`src/rtl/alu_variable_width.sv`:
```
// Signed add/sub/mul/div ALU of parameterised width.
// Combinational result c, plus registered result and overflow/div-by-zero flags.
module alu_variable_width #(
    parameter int WIDTH = 8
) (
    input  logic             clk,
    input  logic             rst,
    input  logic [WIDTH-1:0] a,
    input  logic [WIDTH-1:0] b,
    input  logic [1:0]       control,
    output logic [WIDTH-1:0] c,
    output logic [WIDTH-1:0] c_q,
    output logic             ovf_q,
    output logic             dz_q
);

    localparam logic [WIDTH-1:0] MIN_VAL = {1'b1, {(WIDTH-1){1'b0}}};
    localparam logic [WIDTH-1:0] NEG_ONE = '1;
    localparam logic [WIDTH-1:0] ONE     = {{(WIDTH-1){1'b0}}, 1'b1};

    logic signed [WIDTH:0]     sum;
    logic signed [WIDTH:0]     diff;
    logic signed [2*WIDTH-1:0] prod;
    logic                      div_zero;
    logic                      div_ovf;
    logic        [WIDTH-1:0]   dvs;
    logic        [WIDTH-1:0]   quot;
    logic                      ovf_d;
    logic                      dz_d;

    assign sum  = {a[WIDTH-1], a} + {b[WIDTH-1], b};
    assign diff = {a[WIDTH-1], a} - {b[WIDTH-1], b};
    assign prod = $signed(a) * $signed(b);

    assign div_zero = (b == '0);
    assign div_ovf  = (a == MIN_VAL) && (b == NEG_ONE);

    // Steer the divider to a/1 for the special cases so it never sees /0 or MIN/-1.
    assign dvs  = (div_zero || div_ovf) ? ONE : b;
    assign quot = $signed(a) / $signed(dvs);

    always_comb begin
        c     = '0;
        ovf_d = 1'b0;
        dz_d  = 1'b0;
        case (control)
            2'b00: begin
                c     = sum[WIDTH-1:0];
                ovf_d = sum[WIDTH] ^ sum[WIDTH-1];
            end
            2'b01: begin
                c     = diff[WIDTH-1:0];
                ovf_d = diff[WIDTH] ^ diff[WIDTH-1];
            end
            2'b10: begin
                c     = prod[WIDTH-1:0];
                ovf_d = prod != {{WIDTH{prod[WIDTH-1]}}, prod[WIDTH-1:0]};
            end
            2'b11: begin
                if (div_zero) begin
                    dz_d = 1'b1;
                end else begin
                    c     = quot;
                    ovf_d = div_ovf;
                end
            end
        endcase
    end

    always_ff @(posedge clk) begin
        if (rst) begin
            c_q   <= '0;
            ovf_q <= 1'b0;
            dz_q  <= 1'b0;
        end else begin
            c_q   <= c;
            ovf_q <= ovf_d;
            dz_q  <= dz_d;
        end
    end

endmodule

```
`config.mk`:
```
export PLATFORM = sky130hd
export DESIGN_NAME = alu_variable_width
export DESIGN_NICKNAME = d
export VERILOG_FILES = /design/src/rtl/alu_variable_width.sv
export SDC_FILE = /design/constraint.sdc
export NUM_CORES = 1
export LEC_CHECK = 0
export ABC_AREA = 1
export CORE_MARGIN = 2
export CORE_UTILIZATION = 65
export CTS_CLUSTER_SIZE = 30
export DETAILED_ROUTE_END_ITERATION = 8
export PLACE_DENSITY = 0.86
export SETUP_SLACK_MARGIN = 0.3
export SYNTH_ARGS = -nofsm -noshare
export SYNTH_HDL_FRONTEND = slang
export SYNTH_SLANG_ARGS = --single-unit
```
`constraint.sdc`:
```
create_clock -name clk -period 48.3 [get_ports clk]
set_input_delay 7.245 -clock clk [delete_from_list [all_inputs] [get_ports clk]]
set_output_delay 7.245 -clock clk [all_outputs]
set_load 0.02 [all_outputs]
```
Word level (Yosys, flattened, before mapping) --
Cells that the tools add are included. Widths: inputs -> output; s select.
Storage, ports and cells: register bits 10, latch bits 0, bits in writable memories 0, bits in read-only memories 0, input bits 20, output and inout port bits 18, memories kept 0
Cells by class: $add $sub $neg 2, multipliers 1, divide/modulo/power cells 1, $lt $le $gt $ge 0, equality and inequality tests 6, shift-type cells 0, multiplexer cells 6, bitwise operators 3, reduce and logical (&&, ||, !) cells 5
Operators by type and width (number):
- $pmux 8 s4 | 1
- $eq 8x8->1 const B | 2
- $mul 8x8->16 | 1
- $mux 8 | 2
- $add 8x8->9 | 1
- $sub 8x8->9 | 1
- $div 8x8->8 | 1
- $logic_not 8->1 | 1
- $ne 8x8->1 | 1
- $eq 2x2->1 const B | 2
- $pmux 1 s4 | 1
- $eq 2x1->1 const B | 1
- $logic_not 2->1 | 1
- $mux 1 | 2
- $reduce_or 2->1 | 1
- $xor 1x1->1 | 2
- $logic_and 1x1->1 | 1
- $logic_or 1x1->1 | 1
- $not 1->1 | 1

Logic depth before layout (Yosys ltp) --
depth in word-level cells 7, depth in mapped cells 97, gate-level depth less buffers 95

Worst setup path before layout --
Ideal clock, no wire load.
kind input-to-output, start input a[0], end output c[7], data arrival time 18092 ps, slack 22963 ps, stages 89, cells stage by stage clkbuf_1 > inv_1 > ha_1 > nand3_4 > nor2_2 > nand2_4 > nand3_2 > inv_1 > ha_1 > nand2_1 > nand2_2 > nand2_1 > nand2_2 > nand3_2 > inv_2 > nand4_1 > nand2_1 > nand2_1 > [... 53 more ...] > nand2_1 > nand2_2 > clkbuf_1 > o211ai_1 > nand2_1 > ha_1 > a21oi_1 > nor2_1 > a211oi_1 > and3_1 > inv_1 > nor2_1 > nand2_2 > nor3_2 > nand3_1 > nand3b_1 > nand3_1 > nand3b_1
On the way: longest elaborated chain between the ends 7, elaborated cells between the ends (all ways) 10, classes of those cells add/sub: 2; mul: 1; div: 1; eq/ne: 1; mux: 3; reduce/logical: 2
Ends and longest elaborated chain:
- start: declaration | line 8 | input logic [WIDTH-1:0] a,
- $eq 8x8->1 | line 36 | assign div_ovf = (a == MIN_VAL) && (b == NEG_ONE);
- $logic_and 1x1->1 | line 36
- $logic_or 1x1->1 | line 39 | assign dvs = (div_zero || div_ovf) ? ONE : b;
- $mux 8 | line 39
- $div 8x8->8 | line 40 | assign quot = $signed(a) / $signed(dvs);
- $mux 8 | line 60 | if (div_zero) begin
- $pmux 8 s4 (*) | line 46 | case (control)
- end: declaration | line 11 | output logic [WIDTH-1:0] c,
Mark *: on every way between the ends. The rest lies on a longest branch, timed or not.

Worst setup path after layout --
start input a[1], end output c[7]
Same word-level chain as after synthesis.

==> impl_metrics.tcl <==
set metrics [dict create \
    status "finished clean" \
    tns_ps 0 \
    totalWireLength_um 15320 \
    ir_worst_vdd_mv 0.05263 \
    power_frac_seq 0.040 \
    hp-start "control[0]" \
    synthXorXnorAreaFrac 0.06308 \
    path_clk_slew_ps 50 \
    final_cell_count_no_fill 978 \
    cts_root_buffer "clkbuf_8" \
    power_density_nw_per_um2 40.81 \
    clockBufferDepth 2 \
    ctsHoldBuffers 0 \
    ys_seq_area_frac 0.03353 \
    power_leakage_nw 3.685 \
    synth_cell_types 53 \
    grt_pass1_wl_um 26370 \
    grt_max_degree 20 \
    synthArstFlopShare 0 \
    fp.dieW_um 99.84 \
    p_sw_frac 0.5731 \
    grt-ovfl-total 0 \
    antenna_left 0 \
    ys_warn_count 0 \
    fin_crit_sh 0.5834 \
    vias_per_cell 5.645 \
    tightest_slew_ps 803.9 \
    yosys.area_share.simple 0.2586 \
    hold_ws_ps 7690 \
    cts_tree "yes" \
    clkSinkCount 10 \
    io_buffer_count 37 \
    layout.nets 1034 \
    worst_setup_path_start_kind "input port" \
    worst-setup-path-type "in -> out" \
    core_area_um2 8806 \
    finalCriticalPeriod_ps 28180 \
    initial_core_util 0.6780 \
    synthAdderAreaFrac 0.3713 \
    synth_compound_area_frac 0.1194 \
    io_pins 38 \
    synth_area_per_cell_um2 7.049 \
    syn_inst 847 \
    via_count 5521 \
    p_int_w 0.0001110 \
    syn-cell-area_um2 5971 \
    dp_hpwl_um 12980 \
    ys_ff_latch 10 \
    placed_cells 974 \
    slew_viol_final 0 \
    crit_arrival_ps 20930 \
    whs_endpoint "dz_q$_SDFF_PP0_" \
    max_stage_delay_ps 820 \
    firstDrtPassIters 5 \
    rows 34 \
    max_freq_ghz 0.03549 \
    antenna_found_initial 0 \
    post_cts_buffers 0 \
    pwr-share-clk 0.042 \
    critPathRequiredTime_ps 41060 \
    die-area_um2 9968 \
    grt_usage 0.3251 \
    rsz0062_at_grt "no" \
    cts_made_buffers 3 \
    drt_iter0_markers 369 \
    die_h_um 99.84 \
    diodes 0 \
    place.gp.congestion 1.007 \
    syn_nets 1010 \
    combPwrFrac 0.918 \
    critPathCaptureType "primary output" \
    crit_path_frequent_cell "nand2_1" \
    slew_headroom 0.4573 \
    setup_viol_count_final 0 \
    max_cap_viol_count 0 \
    synth_top_family_by_area "adder cells" \
    holdPathStages 3 \
    final_common_cell "inv_1" \
    area_growth_pct 6.664 \
    muxShareOfSynthArea 0 \
    drcViolationCount 0 \
    synth_ff_type "dfxtp_1" \
    synth_edf_count 0 \
    htreeDepth 1 \
    path_max_fanout 15 \
    crit_path_top_delay_cell "clkdlybuf4s50_1" \
    switchingPower_w 0.0001490 \
    cts_resized 0 \
    hold_violations 0 \
    grt_pass1_vias 5614 \
    wire_per_inst_um 15.67 \
    final_cell_mix "inv_1, nand2_1, ha_1, fa_1, nor2_1" \
    layout-drive-gt1-share 0.08391 \
    worstHoldPathType "in -> reg" \
]
## cell usage after synthesis (5+ instances only)
cell / n / area, µm²
a21o_1: 6 / 45.04
a21oi_1: 34 / 170.2
and2_1: 9 / 56.30
buf_6: 12 / 135.1
dfxtp_1: 10 / 200.2
fa_1: 57 / 1141
ha_1: 86 / 1076
inv_1: 185 / 694.4
inv_2: 8 / 30.03
nand2_1: 163 / 611.8
nand2_2: 13 / 81.33
nand3_1: 32 / 160.2
nand3_2: 7 / 70.07
nand4_1: 5 / 31.28
nor2_1: 56 / 210.2
nor2_2: 5 / 31.28
nor2_4: 5 / 56.30
o211ai_1: 5 / 37.54
o21ai_0: 24 / 120.1
o21ai_2: 6 / 52.55
o21bai_1: 12 / 90.09
or2_2: 9 / 56.30
xnor2_1: 14 / 122.6
xor2_1: 29 / 254.0
## worst max-delay path by stage
stage / endpoint / start / slack, ps
3_5_place_dp: c[7] / a[1] / 20460
3_3_place_gp: c[7] / a[1] / 21120
2_1_floorplan: c[7] / a[0] / 22960
4_1_cts: c[7] / a[1] / 20370
6_report: c[7] / a[1] / 20120
5_1_grt: c[7] / a[1] / 18960
## flip-flops by register name, indices dropped and copies added (netlist names)
signal	cells
ovf_q	1
dz_q	1
c_q	8
## cell type report
cell class | count | area, µm²
Multi-Input combinational cell | 621 | 4851
Sequential cell | 10 | 200.2
Inverter | 197 | 749.5
Tap cell | 108 | 135.1
Clock buffer | 4 | 55.05
Fill cell | 725 | 2437
Timing Repair Buffer | 38 | 377.9
## stage by stage
step	worst slack, ps	area (µm²)	utilization	total power, W
6_report	20120	6369	0.7232	0.0002599
5_1_grt	18960	6369	0.7232	0.0002939
4_1_cts	20370	6369	0.7232	0.0002575
3_5_place_dp	20460	6314	0.7170	0.0002447
3_3_place_gp	21120	6314	0.7170	0.0002339
2_1_floorplan	22960	5971	-	0.0001892
## cells by family (layout without fill, tap and decap cells)
kind of cell             Yosys count  in the layout
AO/OA/AOI/OAI                    113            113
flip-flops                        10             10
buffers and inverters            216            239
AND/OR/NAND/NOR                  322            322
adder cells (fa/ha/maj)          143            143
XOR/XNOR                          43             43
## power groups by stage
stage | Clock [W] | Sequential [W] | Combinational, W
finish | 0.0000109 | 0.0000103 | 0.000239
floorplan | 0 | 0.0000123 | 0.000177
CTS | 0.0000110 | 0.0000103 | 0.000236
global placement | 0 | 0.0000103 | 0.000224
detailed placement | 0 | 0.0000104 | 0.000234
global route | 0.0000112 | 0.0000104 | 0.000272
## critical path, delay by kind of cell
kind | cells | cell delay (ps)
buf+inv | 14 | 2670
fa+ha+maj | 9 | 2740
simple gates | 47 | 5420
compound gates | 19 | 2830
## layer usage
layer | vias up | global-route usage | wire length (µm)
met3 | 18 | 0.02507 | 1093
met2 | 226 | 0.5442 | 6898
met5 | - | 0 | 0
met4 | 0 | 0.04531 | 149
met1 | 2597 | 0.4742 | 7181
li1 | 2680 | - | -
Note: power is estimated with default switching activity, not from simulation.
